<file path="config.mk">
export PLATFORM = sky130hd
export DESIGN_NAME = mem_arbiter
export DESIGN_NICKNAME = d
export VERILOG_FILES = /design/src/rtl/mem_arb_pkg.sv /design/src/rtl/mem_arbiter.sv
export SDC_FILE = /design/constraint.sdc
export NUM_CORES = 1
export LEC_CHECK = 0
export BUFFER_PORTS_ARGS = -buffer_cell sky130_fd_sc_hd__buf_4
export CAP_MARGIN = 20
export CORE_AREA = 2 2 647 649
export DETAILED_ROUTE_END_ITERATION = 6
export DIE_AREA = 0 0 649 651
export GPL_TIMING_DRIVEN = 1
export PLACE_DENSITY = 0.3
export SYNTH_ARGS = -nofsm -noshare
export SYNTH_HDL_FRONTEND = slang
export SYNTH_SLANG_ARGS = --single-unit
</file>
<file path="constraint.sdc">
create_clock -name clk_i -period 1.9 [get_ports clk_i]
set_input_delay 0.285 -clock clk_i [delete_from_list [all_inputs] [get_ports clk_i]]
set_output_delay 0.285 -clock clk_i [all_outputs]
set_load 0.01 [all_outputs]
</file>
<file path="src/rtl/mem_arb_pkg.sv">
// mem_arb_pkg: shared types and constants for the two-port memory arbiter.
//   arb_state_e    - arbiter FSM states (idle, memory busy, response)
//   Grant*         - one-hot grant encodings, bit0 = port 0 (I-cache)
//   Default*       - default address width, line width and timeout
//   rr_pick()      - round-robin winner selection between the two ports
package mem_arb_pkg;

    typedef enum logic [1:0] {
        StIdle,
        StBusy,
        StResp
    } arb_state_e;

    localparam logic [1:0] GrantNone = 2'b00;
    localparam logic [1:0] GrantP0   = 2'b01;
    localparam logic [1:0] GrantP1   = 2'b10;

    localparam int unsigned DefaultAddrW   = 32;
    localparam int unsigned DefaultDataW   = 256;
    localparam int unsigned DefaultTimeout = 255;

    // On a tie the port that did not win last time is chosen.
    function automatic logic [1:0] rr_pick(input logic       en0,
                                           input logic       en1,
                                           input logic [1:0] last);
        logic [1:0] pick;
        pick = GrantNone;
        if (en0 && en1) begin
            pick = (last == GrantP0) ? GrantP1 : GrantP0;
        end else if (en0) begin
            pick = GrantP0;
        end else if (en1) begin
            pick = GrantP1;
        end
        return pick;
    endfunction

endpackage

</file>
<file path="src/rtl/mem_arbiter.sv">
// mem_arbiter: arbitrates an instruction cache (p0) and a data cache (p1) onto
// one shared memory port, one transaction at a time.
//   clk_i, rst_i            - clock, asynchronous active-low reset
//   p0_* / p1_*             - cache request (enable, write, addr, data) and
//                             response (one-cycle ack, read data)
//   mem_*                   - shared memory request and response handshake
//   busy_o                  - a memory transaction is in flight
//   grant_o                 - one-hot owner of the memory port while busy
//   timeout_o               - sticky: a transaction was force-completed
module mem_arbiter
    import mem_arb_pkg::*;
#(
    parameter int unsigned ADDR_W  = DefaultAddrW,
    parameter int unsigned DATA_W  = DefaultDataW,
    parameter int unsigned TIMEOUT = DefaultTimeout
) (
    input  logic              clk_i,
    input  logic              rst_i,

    input  logic              p0_enable_i,
    input  logic              p0_write_i,
    input  logic [ADDR_W-1:0] p0_addr_i,
    input  logic [DATA_W-1:0] p0_data_i,
    output logic              p0_ack_o,
    output logic [DATA_W-1:0] p0_data_o,

    input  logic              p1_enable_i,
    input  logic              p1_write_i,
    input  logic [ADDR_W-1:0] p1_addr_i,
    input  logic [DATA_W-1:0] p1_data_i,
    output logic              p1_ack_o,
    output logic [DATA_W-1:0] p1_data_o,

    output logic              mem_enable_o,
    output logic              mem_write_o,
    output logic [ADDR_W-1:0] mem_addr_o,
    output logic [DATA_W-1:0] mem_data_o,
    input  logic [DATA_W-1:0] mem_data_i,
    input  logic              mem_ack_i,

    output logic              busy_o,
    output logic [1:0]        grant_o,
    output logic              timeout_o
);

    localparam int unsigned    CntW   = (TIMEOUT < 1) ? 1 : $clog2(TIMEOUT + 1);
    localparam logic [CntW-1:0] CntMax = CntW'(TIMEOUT);

    arb_state_e        state_q, state_d;
    logic [1:0]        win_q, win_d;
    logic [1:0]        last_q, last_d;
    logic              write_q, write_d;
    logic [ADDR_W-1:0] addr_q, addr_d;
    logic [DATA_W-1:0] wdata_q, wdata_d;
    logic [DATA_W-1:0] rdata_q, rdata_d;
    logic [CntW-1:0]   cnt_q, cnt_d;
    logic              timeout_q, timeout_d;

    logic [1:0]        pick;
    logic              in_busy;
    logic              in_resp;

    assign pick    = rr_pick(p0_enable_i, p1_enable_i, last_q);
    assign in_busy = (state_q == StBusy);
    assign in_resp = (state_q == StResp);

    always_comb begin
        state_d   = state_q;
        win_d     = win_q;
        last_d    = last_q;
        write_d   = write_q;
        addr_d    = addr_q;
        wdata_d   = wdata_q;
        rdata_d   = rdata_q;
        cnt_d     = cnt_q;
        timeout_d = timeout_q;

        unique case (state_q)
            StIdle: begin
                if (pick != GrantNone) begin
                    win_d   = pick;
                    cnt_d   = '0;
                    state_d = StBusy;
                    if (pick == GrantP0) begin
                        write_d = p0_write_i;
                        addr_d  = p0_addr_i;
                        wdata_d = p0_data_i;
                    end else begin
                        write_d = p1_write_i;
                        addr_d  = p1_addr_i;
                        wdata_d = p1_data_i;
                    end
                end
            end
            StBusy: begin
                cnt_d = (cnt_q == CntMax) ? cnt_q : cnt_q + 1'b1;
                if (mem_ack_i) begin
                    if (!write_q) begin
                        rdata_d = mem_data_i;
                    end
                    state_d = StResp;
                end else if (cnt_d == CntMax) begin
                    // Memory never answered: finish the transaction with zero read data.
                    timeout_d = 1'b1;
                    if (!write_q) begin
                        rdata_d = '0;
                    end
                    state_d = StResp;
                end
            end
            StResp: begin
                last_d  = win_q;
                state_d = StIdle;
            end
            default: begin
                state_d = StIdle;
            end
        endcase
    end

    always_ff @(posedge clk_i or negedge rst_i) begin
        if (!rst_i) begin
            state_q   <= StIdle;
            win_q     <= GrantNone;
            last_q    <= GrantP1;  // p0 wins the first tie
            write_q   <= 1'b0;
            addr_q    <= '0;
            wdata_q   <= '0;
            rdata_q   <= '0;
            cnt_q     <= '0;
            timeout_q <= 1'b0;
        end else begin
            state_q   <= state_d;
            win_q     <= win_d;
            last_q    <= last_d;
            write_q   <= write_d;
            addr_q    <= addr_d;
            wdata_q   <= wdata_d;
            rdata_q   <= rdata_d;
            cnt_q     <= cnt_d;
            timeout_q <= timeout_d;
        end
    end

    // Outputs decode directly from state so an asynchronous reset drops them at once.
    assign mem_enable_o = in_busy;
    assign mem_write_o  = in_busy & write_q;
    assign mem_addr_o   = in_busy ? addr_q : '0;
    assign mem_data_o   = in_busy ? wdata_q : '0;
    assign busy_o       = in_busy;
    assign grant_o      = in_busy ? win_q : GrantNone;
    assign p0_ack_o     = in_resp & win_q[0];
    assign p1_ack_o     = in_resp & win_q[1];
    assign p0_data_o    = rdata_q;
    assign p1_data_o    = rdata_q;
    assign timeout_o    = timeout_q;

endmodule
</file>
# Word-level counts from Yosys, hierarchy flattened
# Cells that the tools add are included.
op_classes:
  eq_ne: 8
  bitwise: 5
  n_reduce_logical: 10
  n_mux: 21
  n_addsub: 1
ops:
  columns: ["operator", "count"]
  rows:
  - ["$mux W256", 6]
  - ["$mux W32", 2]
  - ["$eq A8 B8 Y1 const B", 2]
  - ["$mux W2", 8]
  - ["$mux W8", 2]
  - ["$pmux W8 S2", 1]
  - ["$add A8 B1 Y8 const B", 1]
  - ["$eq A2 B1 Y1 const B", 3]
  - ["$reduce_and A2 Y1", 3]
  - ["$reduce_and A3 Y1", 2]
  - ["$reduce_bool A2 Y1", 3]
  - ["$pmux W2 S2", 1]
  - ["$and A1 B1 Y1", 3]
  - ["$ne A3 B2 Y1 const B", 1]
  - ["$eq A2 B2 Y1 const B", 1]
  - ["$logic_not A2 Y1", 1]
  - ["$ne A2 B2 Y1 const B", 1]
  - ["$not A1 Y1", 2]
  - ["$logic_and A1 B1 Y1", 1]
  - ["$mux W1", 1]
totals:
  input_bits: 839
  wordCells: 54
  ff_bits: 560
  output_inout_bits: 808

# Longest topological paths before layout
depth:
  depth_word: 6
  mapped_depth: 9
  depth_no_buf: 6

# Worst setup path after synthesis
# OpenSTA, ideal clock, no wires.
synth_timing:
  path_type: "register to register"
  from: "register cnt_q[0]"
  to: "register rdata_q[56], in the netlist p0_data_o[56]"
  synth_period_minus_slack_ns: 1.959
  stages_incl_launch_ff: 9
  setup_time_ns: 0.127
  setup_slack_ns: -0.059
  n_path_buf: 2
  t_required_ns: 1.773
  arrival_ns: 1.832
  cell_sequence: "dfrtp_1 > ha_1 > nand4_1 > a211oi_2 > o2111ai_2 > nor2_4 > buf_2 > buf_2 > o21ai_1"
synth_via:
  elab_chain_cells: 5
  word_cells_on_any_way: 6
  classes_between: "add/sub: 1; eq/ne: 2; mux: 1; reduce/logical: 2"
synth_rtl:
  columns: ["item", "line_no", "rtl"]
  rows:
  - ["start: declaration", "mem_arbiter.sv:56", "logic [CntW-1:0] cnt_q, cnt_d;"]
  - ["start signal: assignment", "mem_arbiter.sv:140", "cnt_q <= cnt_d;"]
  - ["$add A8 B1 Y8 or $eq A8 B8 Y1 (tied branches)", "mem_arbiter.sv:96", "cnt_d = (cnt_q == CntMax) ? cnt_q : cnt_q + 1'b1;"]
  - ["$mux W8 *", "mem_arbiter.sv:96", null]
  - ["$eq A8 B8 Y1 *", "mem_arbiter.sv:102", "end else if (cnt_d == CntMax) begin"]
  - ["$reduce_bool A2 Y1 (no source line) *", null, null]
  - ["$reduce_and A3 Y1 (no source line) *", null, null]
  - ["end signal: assignment", "mem_arbiter.sv:139", "rdata_q <= rdata_d;"]
  - ["end: declaration", "mem_arbiter.sv:55", "logic [DATA_W-1:0] rdata_q, rdata_d;"]
# Mark *: on every way between the ends. The rest lies on a longest branch, timed or not.
# A chain may end at the register's enable or synchronous reset.

# Worst setup path in the final report
layout_timing:
  from: "register state_q[1]"
  to: "output mem_data_o[142]"
layout_via:
  elab_chain_cells: 2
layout_rtl:
  columns: ["item", "line_no", "rtl"]
  rows:
  - ["start: declaration", "mem_arbiter.sv:49", "arb_state_e state_q, state_d;"]
  - ["start signal: assignment", "mem_arbiter.sv:123", "state_q <= StIdle;"]
  - ["start signal: assignment", "mem_arbiter.sv:133", "state_q <= state_d;"]
  - ["$eq A2 B1 Y1", "mem_arbiter.sv:64", "assign in_busy = (state_q == StBusy);"]
  - ["$mux W256", "mem_arbiter.sv:149", "assign mem_data_o = in_busy ? wdata_q : '0;"]
  - ["end: declaration", "mem_arbiter.sv:37", "output logic [DATA_W-1:0] mem_data_o,"]
# No other way between the ends.

==> qor.csv <==
metric,value,unit
crit_path_max_fanout,8,
grt_pass1_wl,399000,um
post_dp_cell_area,47300,um2
dpl.hpwl,267000,um
synth_cell_types,43,
path_delay_family,buffers and inverters,
die_h,651,um
drt-initial-drc-count,2467,
h-tree-depth,3,
synthCells,3059,
routed_wl,320000,um
drt_pre_antenna_iters,6,
stdcell_area,62500,um2
critPathSlowestCell,dfrtp_1,
synth_edf_count,0,
track_usage,14.5,%
final_core_util,15.0,%
clk_path_buf_depth,4,
relSlewSlack,61.1,%
io_buffer_count,1646,
synth_top_area_share,48.5,%
die_area,422000,um2
crit_top_cell,buf_16,
antenna_left,0,
crit_chain,"nand2b_4, inv_8, buf_16, buf_16, buf_12, and2_4, buf_6",
yosys_warnings,0,
numCtsBuffers,87,
insertion_delay,0.79,ns
grt_max_degree,93,
fin_nets,6258,
syn-mean-instance-area,9.42,um2
cts_tree,built,
p_int,51.4,mW
worst-path-buf-inv,5,
rows,237,
rr_startpoint,cnt_q[1],
grt_pass1_vias,35083,
cp-end-kind,primary output,
synth-seq-cells,560,
post-route-period-util,135,%
fmax,390,MHz
vias,34243,
syn2layout_area_growth,117,%
drc_errors,0,
cpPeakStageDelay,0.37,ns
leakagePower,27.1,nW
drv_slew,0,
p_sw,42.2,mW
synth_nets,3899,
yosys.area.top_type,dfrtp_1,
core,415000,um2
cts.clk_slew.worst_paths,0.05,ns
gr-total-overflow,0,
min_period,2.56,ns
hold_viol_final,0,
clockRootBuffer,clkbuf_16,
drive_gt1_share,43.6,%
crit_start,state_q[1],
cp_data_arrival_time,2.28,ns
switching_share,45.1,%
worst-setup-path-type,flip-flop to primary output,
seq_area_frac_synth,48.6,%
routedWlPerCell,29.0,um
p_total,93.6,mW
status,finished with violations,
comb_power_share,57.0,%
p_clk_share,17.7,%
place_ws,-0.605,ns
syn_area,28800,um2
crit_path_start_kind,flip-flop,
fillers,47088,
setup_viol,792,
ys.flop_type,dfrtp_1,
antenna_found_initial,157,
clock-sinks,560,
ios,1647,
hp-class,input pin to asynchronous set/reset pin,
powerDensity,1500,nW/um2
rsz0062_at_grt,true,
violations,negative setup slack,
async_reset_ff_share,100,%
fin_skew,0.0587,ns
start_util,6.94,%
gp_congestion,1.03,
via_per_inst,3.11,
cap_violations,0,
max_slew.worst_pin.slew,0.583,ns
p_seq_share,25.3,%
synthTopCellsByArea,"dfrtp_1 (49%), mux2i_1 (10%), o21ai_0 (9.1%)",
die_x,649,um
layout_setup_ws,-0.664,ns
ir_worst_vdd,625,uV
critPathRequiredTime,1.62,ns
==> flip-flops by register name (all words and copies together) (netlist names) <==
| signal | cells |
|---|---|
| p0_data_o | 256 |
| wdata_q | 256 |
| addr_q | 32 |
| cnt_q | 8 |
| last_q | 2 |
| state_q | 2 |
| win_q | 2 |
| timeout_o | 1 |
| write_q | 1 |
==> cell usage in the layout, fill, tap and decap left out, drive strengths merged, types with 3 or more instances in the layout <==
master	instances
bufbuf	3
clkinv	14
and3	3
and2	295
dlygate4sd3	840
nor2	10
dfrtp	559
diode	46
o21ai	549
inv	6
clkbuf	137
bufinv	6
nand2	554
o21a	3
buf	1913
a21oi	5
a31oi	3
a22oi	256
nor3	4
mux2i	289
==> cells in the mapped netlist, types with 2 or more instances <==
cell type / n
a21oi_1: 5
a22o_1: 2
a22oi_1: 256
a31oi_1: 3
and2_1: 295
and3_1: 3
buf_1: 4
buf_2: 48
buf_4: 258
buf_6: 3
clkbuf_1: 178
clkbuf_2: 9
dfrtp_1: 559
inv_1: 2
mux2_2: 2
mux2i_1: 289
nand2_1: 554
nand2b_1: 2
nand3_1: 2
nor2_1: 9
nor2b_1: 2
nor3_1: 4
o21a_1: 3
o21ai_0: 526
o21ai_1: 23
==> per-layer routing <==
layer,vias up,global-route usage (%),wire (um)
met4,42,3.77,10400
met1,17154,16.6,124000
met3,447,5.10,27000
met5,-,0.374,476
li1,15045,-,-
met2,1555,25.3,158000
==> cell type report <==
type                            count  area (um2)  area share (%)
Clock buffer                      123        2460            3.94
Timing Repair Buffer             2770       25800            41.2
Antenna cell                       46         115           0.184
Multi-Input combinational cell   1996       12900            20.7
Sequential cell                   560       14000            22.4
Tap cell                         5497        6880            11.0
Inverter                            3        26.3          0.0420
Clock inverter                     25         310           0.497
==> per-stage QoR <==
stage | setup TNS (ns) | hold slack, ns | instances
detailed placement | -100.22 | 0.275 | 9908
global placement | -103.19 | 0.272 | 9908
finish | -241.71 | 0.102 | 11020
floorplan | 0 | -0.0106 | 3059
global route | -359.76 | 0.0633 | 10995
CTS | -323.98 | 0.0187 | 10962
==> power by group through the flow <==
stage,clock [mW],sequential (mW),combinational (mW)
after floorplan,0,21.4,18.4
after global routing,17.7,24.4,57.2
after global placement,0,23.5,44.7
after CTS,17.5,23.7,53.1
after detailed placement,0,23.6,44.6
final,16.6,23.7,53.3
==> cell families (layout without fill, tap and decap cells) <==
logic type                 Yosys count  after routing  synth area share, %
AOI/OAI and AO/OA                  826            826                 16.8
adders and majority gates            1              1               0.0434
other                                0             46                    0
buffers and inverters              503           2921                 10.2
DFF                                560            560                 48.6
and+or+nand+nor                    878            878                 14.2
muxes                              291            291                 10.1
==> final timing paths <==
path	endpoint	slack [ns]	cells after the start
setup / recovery	mem_data_o[142]	-0.66	7
hold / removal	p0_data_o[161]	0.10	2
setup reg to reg	p0_data_o[11]	-0.30	11
hold reg to reg	wdata_q[180]	0.47	2
max in group asynchronous	p0_data_o[3]	0.80	3
min in group clk_i	p0_data_o[112]	0.29	4
==> timing repair <==
action,4_1_cts,5_1_grt
setup buffers,47,14
hold buffers,840,0
setup endpoints to repair,950,905
resized for setup,506,278
gates cloned,23,15
hold endpoints to repair,953,0
pin swaps,111,103
Note: power is estimated with default switching activity, not from simulation.
